<file path="src/rtl/in_cvt_cell_if.sv">
// -----------------------------------------------------------------------------
// in_cvt_cell_if
//   Element stream bundle for the input conversion cell.
//   Input side : cvt_i_op_x (16), cvt_i_info_along (INFO_ALONG_WIDTH), cvt_i_vld
//   Output side: cvt_o_res (33), cvt_o_info_along (INFO_ALONG_WIDTH), cvt_o_vld
//   master: the producer feeding elements and observing results.
//   slave : the conversion cell itself.
// -----------------------------------------------------------------------------
interface in_cvt_cell_if #(
  parameter int unsigned INFO_ALONG_WIDTH = 2
);
  logic [15:0]                 cvt_i_op_x;
  logic [INFO_ALONG_WIDTH-1:0] cvt_i_info_along;
  logic                        cvt_i_vld;
  logic [32:0]                 cvt_o_res;
  logic [INFO_ALONG_WIDTH-1:0] cvt_o_info_along;
  logic                        cvt_o_vld;

  modport master (
    output cvt_i_op_x, cvt_i_info_along, cvt_i_vld,
    input  cvt_o_res, cvt_o_info_along, cvt_o_vld
  );

  modport slave (
    input  cvt_i_op_x, cvt_i_info_along, cvt_i_vld,
    output cvt_o_res, cvt_o_info_along, cvt_o_vld
  );
endinterface

</file>
<file path="src/rtl/in_cvt_cell.sv">
// -----------------------------------------------------------------------------
// in_cvt_cell
//   Widens incoming feature/kernel elements into the accumulator domain.
//   Integer formats (U8/S8/U16/S16) become S33 fixed point shifted left by the
//   clamped lshift; FP16 becomes exact FP32 carried as {1'b0, fp32}.
//   Two valid-tagged pipeline stages, global clock enable, no backpressure.
//
// Ports:
//   aclk                      clock
//   areset                    synchronous active-high reset (wins over aclken)
//   aclken                    global clock enable, 0 freezes every register
//   bypass                    1: result = {17'd0, op_x}
//   src_data_fmt              000 U8, 001 S8, 010 U16, 011 S16, 110 FP16,
//                             others NONE (zero-extend)
//   fixed_point_lshift_digits integer left shift, values above 16 clamp to 16
//   cvt                       element stream (in_cvt_cell_if.slave)
// -----------------------------------------------------------------------------
module in_cvt_cell #(
  parameter logic        S33_CVT_SUPPORTED  = 1'b1,
  parameter logic        FP16_CVT_SUPPORTED = 1'b1,
  parameter int unsigned INFO_ALONG_WIDTH   = 2,
  parameter int unsigned SIM_DELAY          = 1
) (
  input  logic               aclk,
  input  logic               areset,
  input  logic               aclken,
  input  logic               bypass,
  input  logic [2:0]         src_data_fmt,
  input  logic [4:0]         fixed_point_lshift_digits,
  in_cvt_cell_if.slave       cvt
);

  localparam logic [2:0] FMT_U8   = 3'b000;
  localparam logic [2:0] FMT_S8   = 3'b001;
  localparam logic [2:0] FMT_U16  = 3'b010;
  localparam logic [2:0] FMT_S16  = 3'b011;
  localparam logic [2:0] FMT_FP16 = 3'b110;

  // Registers update with zero delay here; SIM_DELAY is only kept so that
  // existing instantiations that set it still elaborate.
  if (SIM_DELAY > 32'd65535) begin : g_sim_delay_range
  end

  // ---------------------------------------------------------------------------
  // Helpers
  // ---------------------------------------------------------------------------

  // Leading-zero count of a 10-bit mantissa (10 when the mantissa is zero).
  function automatic logic [3:0] lzc10(input logic [9:0] m);
    logic [3:0] cnt;
    casez (m)
      10'b1?????????: cnt = 4'd0;
      10'b01????????: cnt = 4'd1;
      10'b001???????: cnt = 4'd2;
      10'b0001??????: cnt = 4'd3;
      10'b00001?????: cnt = 4'd4;
      10'b000001????: cnt = 4'd5;
      10'b0000001???: cnt = 4'd6;
      10'b00000001??: cnt = 4'd7;
      10'b000000001?: cnt = 4'd8;
      10'b0000000001: cnt = 4'd9;
      default:        cnt = 4'd10;
    endcase
    return cnt;
  endfunction

  // Assemble the exact FP32 image of a decoded FP16 value.
  function automatic logic [31:0] fp32_assemble(
    input logic       s,
    input logic [4:0] e,
    input logic [9:0] m,
    input logic [3:0] lzc
  );
    logic [31:0] r;
    logic [9:0]  m_norm;
    logic [7:0]  exp8;
    r      = 32'd0;
    m_norm = 10'd0;
    exp8   = 8'd0;
    if (e == 5'd0) begin
      if (m == 10'd0) begin
        r = {s, 31'd0};
      end else begin
        // Subnormal: shift the leading one out of the field; what remains is
        // the left-aligned fraction of an FP32 normal.
        m_norm = m << (lzc + 4'd1);
        exp8   = 8'd112 - {4'd0, lzc};
        r      = {s, exp8, m_norm, 13'd0};
      end
    end else if (e == 5'd31) begin
      if (m == 10'd0) begin
        r = {s, 8'hFF, 23'd0};
      end else begin
        // Force quiet, keep the lower payload bits.
        r = {s, 8'hFF, 1'b1, m[8:0], 13'd0};
      end
    end else begin
      exp8 = {3'd0, e} + 8'd112;
      r    = {s, exp8, m, 13'd0};
    end
    return r;
  endfunction

  // ---------------------------------------------------------------------------
  // Stage 1: extension / FP16 decode
  // ---------------------------------------------------------------------------
  logic                        s1_vld_q,  s1_vld_d;
  logic [32:0]                 s1_ext_q,  s1_ext_d;
  logic                        s1_sign_q, s1_sign_d;
  logic [4:0]                  s1_exp_q,  s1_exp_d;
  logic [9:0]                  s1_man_q,  s1_man_d;
  logic [3:0]                  s1_lzc_q,  s1_lzc_d;
  logic [INFO_ALONG_WIDTH-1:0] s1_info_q, s1_info_d;

  // Stage-1 next state: capture and extend the incoming element when valid.
  always_comb begin
    s1_vld_d  = s1_vld_q;
    s1_ext_d  = s1_ext_q;
    s1_sign_d = s1_sign_q;
    s1_exp_d  = s1_exp_q;
    s1_man_d  = s1_man_q;
    s1_lzc_d  = s1_lzc_q;
    s1_info_d = s1_info_q;
    if (aclken) begin
      s1_vld_d = cvt.cvt_i_vld;
      if (cvt.cvt_i_vld) begin
        s1_info_d = cvt.cvt_i_info_along;
        s1_sign_d = cvt.cvt_i_op_x[15];
        s1_exp_d  = cvt.cvt_i_op_x[14:10];
        s1_man_d  = cvt.cvt_i_op_x[9:0];
        s1_lzc_d  = lzc10(cvt.cvt_i_op_x[9:0]);
        if (bypass) begin
          s1_ext_d = {17'd0, cvt.cvt_i_op_x};
        end else begin
          case (src_data_fmt)
            FMT_U8:   s1_ext_d = S33_CVT_SUPPORTED ?
                                 {25'd0, cvt.cvt_i_op_x[7:0]} : 33'd0;
            FMT_S8:   s1_ext_d = S33_CVT_SUPPORTED ?
                                 {{25{cvt.cvt_i_op_x[7]}}, cvt.cvt_i_op_x[7:0]} : 33'd0;
            FMT_U16:  s1_ext_d = S33_CVT_SUPPORTED ?
                                 {17'd0, cvt.cvt_i_op_x} : 33'd0;
            FMT_S16:  s1_ext_d = S33_CVT_SUPPORTED ?
                                 {{17{cvt.cvt_i_op_x[15]}}, cvt.cvt_i_op_x} : 33'd0;
            FMT_FP16: s1_ext_d = 33'd0;
            default:  s1_ext_d = {17'd0, cvt.cvt_i_op_x};
          endcase
        end
      end else begin
        s1_ext_d = s1_ext_q;
      end
    end else begin
      s1_vld_d = s1_vld_q;
    end
  end

  // ---------------------------------------------------------------------------
  // Stage 2: shift / FP32 assembly, registered outputs
  // ---------------------------------------------------------------------------
  logic [4:0]                  shamt_s;
  logic [32:0]                 s2_res_s;
  logic                        vld_q,  vld_d;
  logic [32:0]                 res_q,  res_d;
  logic [INFO_ALONG_WIDTH-1:0] info_q, info_d;

  // Stage-2 datapath result for the element currently held in stage 1.
  always_comb begin
    if (fixed_point_lshift_digits > 5'd16) begin
      shamt_s = 5'd16;
    end else begin
      shamt_s = fixed_point_lshift_digits;
    end
    if (bypass) begin
      s2_res_s = s1_ext_q;
    end else begin
      case (src_data_fmt)
        FMT_U8, FMT_S8, FMT_U16, FMT_S16:
          // 65535 << 16 stays below 2^32, so a 33-bit shift never overflows.
          s2_res_s = s1_ext_q << shamt_s;
        FMT_FP16:
          s2_res_s = FP16_CVT_SUPPORTED ?
                     {1'b0, fp32_assemble(s1_sign_q, s1_exp_q, s1_man_q, s1_lzc_q)} :
                     33'd0;
        default:
          s2_res_s = s1_ext_q;
      endcase
    end
  end

  // Output-stage next state: load result and side-band when stage 1 is valid.
  always_comb begin
    vld_d  = vld_q;
    res_d  = res_q;
    info_d = info_q;
    if (aclken) begin
      vld_d = s1_vld_q;
      if (s1_vld_q) begin
        res_d  = s2_res_s;
        info_d = s1_info_q;
      end else begin
        res_d  = res_q;
        info_d = info_q;
      end
    end else begin
      vld_d = vld_q;
    end
  end

  // Pipeline registers with synchronous reset.
  always_ff @(posedge aclk) begin
    if (areset) begin
      s1_vld_q  <= 1'b0;
      s1_ext_q  <= 33'd0;
      s1_sign_q <= 1'b0;
      s1_exp_q  <= 5'd0;
      s1_man_q  <= 10'd0;
      s1_lzc_q  <= 4'd0;
      s1_info_q <= '0;
      vld_q     <= 1'b0;
      res_q     <= 33'd0;
      info_q    <= '0;
    end else begin
      s1_vld_q  <= s1_vld_d;
      s1_ext_q  <= s1_ext_d;
      s1_sign_q <= s1_sign_d;
      s1_exp_q  <= s1_exp_d;
      s1_man_q  <= s1_man_d;
      s1_lzc_q  <= s1_lzc_d;
      s1_info_q <= s1_info_d;
      vld_q     <= vld_d;
      res_q     <= res_d;
      info_q    <= info_d;
    end
  end

  assign cvt.cvt_o_res        = res_q;
  assign cvt.cvt_o_info_along = info_q;
  assign cvt.cvt_o_vld        = vld_q;

endmodule

</file>
<file path="src/flat_wrapper.sv">
// flat-port wrapper written by rule: the top's interface ports become plain ports
module in_cvt_cell_flat 
#(
  parameter logic        S33_CVT_SUPPORTED  = 1'b1,
  parameter logic        FP16_CVT_SUPPORTED = 1'b1,
  parameter int unsigned INFO_ALONG_WIDTH   = 2,
  parameter int unsigned SIM_DELAY          = 1
)
  (aclk, areset, aclken, bypass, src_data_fmt, fixed_point_lshift_digits, cvt_cvt_i_op_x, cvt_cvt_i_info_along, cvt_cvt_i_vld, cvt_cvt_o_res, cvt_cvt_o_info_along, cvt_cvt_o_vld);
  in_cvt_cell_if #(.INFO_ALONG_WIDTH(INFO_ALONG_WIDTH)) cvt_i ();
  input  logic aclk;
  input  logic areset;
  input  logic aclken;
  input  logic bypass;
  input  logic [2:0] src_data_fmt;
  input  logic [4:0] fixed_point_lshift_digits;
  input wire logic [$bits(cvt_i.cvt_i_op_x)-1:0] cvt_cvt_i_op_x;
  input wire logic [$bits(cvt_i.cvt_i_info_along)-1:0] cvt_cvt_i_info_along;
  input wire logic [$bits(cvt_i.cvt_i_vld)-1:0] cvt_cvt_i_vld;
  output wire logic [$bits(cvt_i.cvt_o_res)-1:0] cvt_cvt_o_res;
  output wire logic [$bits(cvt_i.cvt_o_info_along)-1:0] cvt_cvt_o_info_along;
  output wire logic [$bits(cvt_i.cvt_o_vld)-1:0] cvt_cvt_o_vld;
  assign cvt_i.cvt_i_op_x = cvt_cvt_i_op_x;
  assign cvt_i.cvt_i_info_along = cvt_cvt_i_info_along;
  assign cvt_i.cvt_i_vld = cvt_cvt_i_vld;
  assign cvt_cvt_o_res = cvt_i.cvt_o_res;
  assign cvt_cvt_o_info_along = cvt_i.cvt_o_info_along;
  assign cvt_cvt_o_vld = cvt_i.cvt_o_vld;
  in_cvt_cell #(.S33_CVT_SUPPORTED(S33_CVT_SUPPORTED), .FP16_CVT_SUPPORTED(FP16_CVT_SUPPORTED), .INFO_ALONG_WIDTH(INFO_ALONG_WIDTH), .SIM_DELAY(SIM_DELAY)) u_core (.aclk(aclk), .areset(areset), .aclken(aclken), .bypass(bypass), .src_data_fmt(src_data_fmt), .fixed_point_lshift_digits(fixed_point_lshift_digits), .cvt(cvt_i));
endmodule
</file>
<file path="config.mk">
export PLATFORM = sky130hd
export DESIGN_NAME = in_cvt_cell_flat
export DESIGN_NICKNAME = d
export VERILOG_FILES = /design/src/rtl/in_cvt_cell_if.sv /design/src/rtl/in_cvt_cell.sv /design/src/flat_wrapper.sv
export SDC_FILE = /design/constraint.sdc
export NUM_CORES = 1
export LEC_CHECK = 0
export ABC_AREA = 1
export BUFFER_PORTS_ARGS = -buffer_cell sky130_fd_sc_hd__buf_4
export CORE_UTILIZATION = 30
export CTS_BUF_LIST = sky130_fd_sc_hd__clkbuf_16
export DETAILED_ROUTE_END_ITERATION = 8
export GPL_TIMING_DRIVEN = 0
export PLACE_DENSITY = 0.48
export SYNTH_ARGS = -nofsm -noshare
export SYNTH_HDL_FRONTEND = slang
export SYNTH_SLANG_ARGS = --single-unit
</file>
<file path="constraint.sdc">
create_clock -name aclk -period 2.1 [get_ports aclk]
set_input_delay 0.105 -clock aclk [delete_from_list [all_inputs] [get_ports aclk]]
set_output_delay 0.105 -clock aclk [all_outputs]
set_load 0.02 [all_outputs]
</file>
==> flow_summary.ini <==
[worst_setup_path]
required_ns = 2.38
critPathKind = reg2reg
end_kind = flop
cp_slowest_cell = dfxtp_2
cp.arrival_ns = 2.32
critPathMaxStageDelay_ns = 0.33
crit_buf_inv = 5
cp_cell_sequence = buf_6 -> inv_2 -> ha_1 -> clkbuf_8 -> inv_2 -> nand3_1 -> o21ai_1 -> o21ai_1 -> o21ai_1 -> inv_1 -> nand2_1 -> nand2_1 -> a21oi_1
worst_path_most_repeated_cell = o21ai_1
r2r-end = u_core.cvt.cvt_o_res[14]
reg2regPathDepth = 13
rrSetupSlack_ns = 0.06
crit_path_start = u_core.s1_lzc_q[0]
worstSetupStartpointType = flop
cp_top_family = compound AO/OA/AOI/OAI gates
timing.rr.start = u_core.s1_lzc_q[0]
cp_max_fo = 10

[logic_synthesis]
synth-adder-area-share = 0.00502
async_flop_share = 0
synth_nets = 814
synth.avg_cell_area_um2 = 6.38
synthesis.area_um2 = 4980
syn_inst = 781
ys_ff_latch = 76
synth.distinct_cells = 44
synthSimpleGateAreaFrac = 0.350
synthMuxAreaShare = 0
yosys_warnings = 0
synth_top_family_by_area = simple AND/OR/NAND/NOR gates
synth_edf_count = 0
ys_seq_area_frac = 0.305
synth_compound_area_frac = 0.240
ys.flop_type = dfxtp_1
yosys.area_share.xor_xnor = 0.00828

[timing]
period_share = 0.972
final_max_slew_viol_count = 0
fin_crit_ns = 2.04
holdWs_ns = 0.0215
clock.fmax_mhz = 490
finalSetupViolations = 0
slew_headroom = 0.579
finalClockSkew_ns = 0.0108
final-hold-violation-count = 0
tightest_slew_ns = 0.629
grt_setup_unrepaired = true

[route]
ant_nets = 0
drtIter0Drc = 518
via_per_inst = 5.42
via_count = 5836
detail_route.wirelength_mm = 21.0
wl_per_cell_um = 19.5
first_pass_iters = 5
drcViolationCount = 0

[floorplan]
fp-row-count = 46
start_util = 0.310
coreArea_um2 = 16100
chipHeight_um = 131
die_w_um = 131
die_area_um2 = 17100
ios = 67

[grt]
grt_pass1_wl_mm = 31.6
grtUsageMet3 = 0.0505
antenna_found_initial = 0
grtUsageMet1 = 0.364
grt_pass1_vias = 5403
grt_busiest_layer = met2
met2_usage = 0.380
grt_util_all_layers = 0.252
grt_overflow = 0
grt_max_degree = 15

[worst_hold_path]
hold_class = in2reg
hp-start = cvt_cvt_i_info_along[0]
min_to = u_core.s1_info_q[0]
hold_depth = 3

[finish]
antenna-diode-count = 0
fin_cells = 1076
syn2layout_area_growth_pct = 21.7
regArea_um2 = 1520
drive_above_1_share = 0.163
nets = 888
nFillCells = 1774
multi_input_area_um2 = 3030

[power]
irDropWorstVdd_mv = 0.407
p_leak_nw = 2.58
p_per_area_nw_per_um2 = 684

[cts]
cts_root_buf = clkbuf_16
worstSkewPairLatency_ns = 0.35
htree_levels = 3
cts_sinks = 76
clk_pin_slew_ns = 0.07
postCtsSetupBuffers = 0
cts_tree = done
clockBufferDepth = 2
cts_hold_buf = 0
cts_buffers = 9

[flow_run]
maxCapViolCount = 0

[status]
status = finished clean

[placement]
place_inst = 1059
port_buffers = 62
gp_routability_congestion = 0.895
dp_hpwl_mm = 16.4
layer usage:
metal	vias up	part of all wire
li1	2833	-
met5	-	0
met2	212	0.42
met3	19	0.070
met1	2772	0.49
met4	0	0.011
registers in the layout, summed over array words and instances (netlist names):
signal and flops:
u_core.cvt.cvt_o_res 33, u_core.s1_sign_q 1, u_core.s1_lzc_q 4, u_core.s1_ext_q 17, u_core.s1_exp_q 5, u_core.s1_man_q 10
u_core.cvt.cvt_o_info_along 2, u_core.cvt.cvt_o_vld 1, u_core.s1_vld_q 1, u_core.s1_info_q 2
cell usage after synthesis, types with 2 or more instances:
cell type    n  area (µm²)
ha_1         2        25.0
nor2_1      45         169
a211oi_1     3        22.5
nor2_4       2        22.5
o2111ai_1    2        17.5
clkbuf_1    22        82.6
nor3_1       2        10.0
o21ai_0     68         340
inv_1       47         176
nand4_1      6        37.5
dfxtp_1     76        1520
nand3_2     12         120
a31oi_1      7        43.8
buf_2       11        55.1
and2_1       2        12.5
nand2_1    194         728
o21ai_1      7        35.0
nand2_4      2        22.5
buf_4        2        15.0
a21oi_1    103         515
buf_6        6        67.6
o31ai_1      2        15.0
nand2_2      2        12.5
nand3_1    113         566
inv_2        8        30.0
o211ai_1    17         128
cells by family (layout without fill, tap and decap cells):
family | after synthesis | after routing
and+or+nand+nor | 383 | 383
DFF | 76 | 76
AOI/OAI and AO/OA | 218 | 218
adders and majority gates | 2 | 2
buffers and inverters | 99 | 178
xor gates and xnor gates | 3 | 3
cell usage in the layout (no fill, tap or decap), types with 9 or more instances in the layout:
cell	Yosys	routed
buf_2	11	10
nand3_1	113	113
inv_2	8	10
o21ai_1	7	10
clkbuf_1	22	22
dfxtp_1	76	75
nand2_1	194	194
nor2_1	45	44
o211ai_1	17	17
buf_4	2	64
nand3_2	12	12
inv_1	47	46
o21ai_0	68	64
a21oi_1	103	100
clkbuf_16	0	9
worst reg2reg max path, cell delays in order (launching register included):
cell	delay, ns
dfxtp_2	0.33
buf_6	0.13
inv_2	0.07
ha_1	0.30
clkbuf_8	0.16
inv_2	0.09
nand3_1	0.11
o21ai_1	0.16
o21ai_1	0.11
o21ai_1	0.16
inv_1	0.05
nand2_1	0.10
nand2_1	0.08
a21oi_1	0.13
how the worst max path moves through the flow:
stage	end	slack (ns)	cells past startpoint
after global placement	u_core.cvt.cvt_o_res[15]	-0.29	13
final	u_core.cvt.cvt_o_res[14]	0.06	13
after floorplan	u_core.cvt.cvt_o_res[17]	0.19	12
after detailed placement	u_core.cvt.cvt_o_res[15]	-0.29	13
after CTS	u_core.cvt.cvt_o_res[15]	0.03	14
after global routing	u_core.cvt.cvt_o_res[14]	-0.04	13
cell type report:
class                      instances  share of cell area
multi-input combinational        606               0.499
timing repair buffer              63              0.0776
buffer                            44              0.0446
tap                              216              0.0446
clock inverter                     7              0.0124
sequential                        76               0.251
clock buffer                       9              0.0371
inverter                          55              0.0340
through the flow:
step                setup WS, ns  utilization  cell area, µm²  TNS [ns]  power, W
floorplan                  0.193            -            4980         0   0.00219
global placement          -0.287        0.356            5720     -1.14   0.00253
detailed placement        -0.294        0.356            5720     -1.26   0.00253
CTS                       0.0288        0.377            6050         0   0.00415
global route             -0.0351        0.378            6070    -0.108   0.00433
finish                    0.0578        0.378            6070         0   0.00415
report_power, final:
| part | internal (W) | switching [W] |
|---|---|---|
| Sequential | 0.00151 | 0.0000742 |
| Clock | 0.000930 | 0.000692 |
| Combinational | 0.000312 | 0.000629 |
what timing repair did:
action,in CTS,in global routing
pin swaps,1,2
endpoints found under the setup margin,9,10
cloned,0,1
gates resized for setup,9,10
Power figures use the tool's default switching activity.
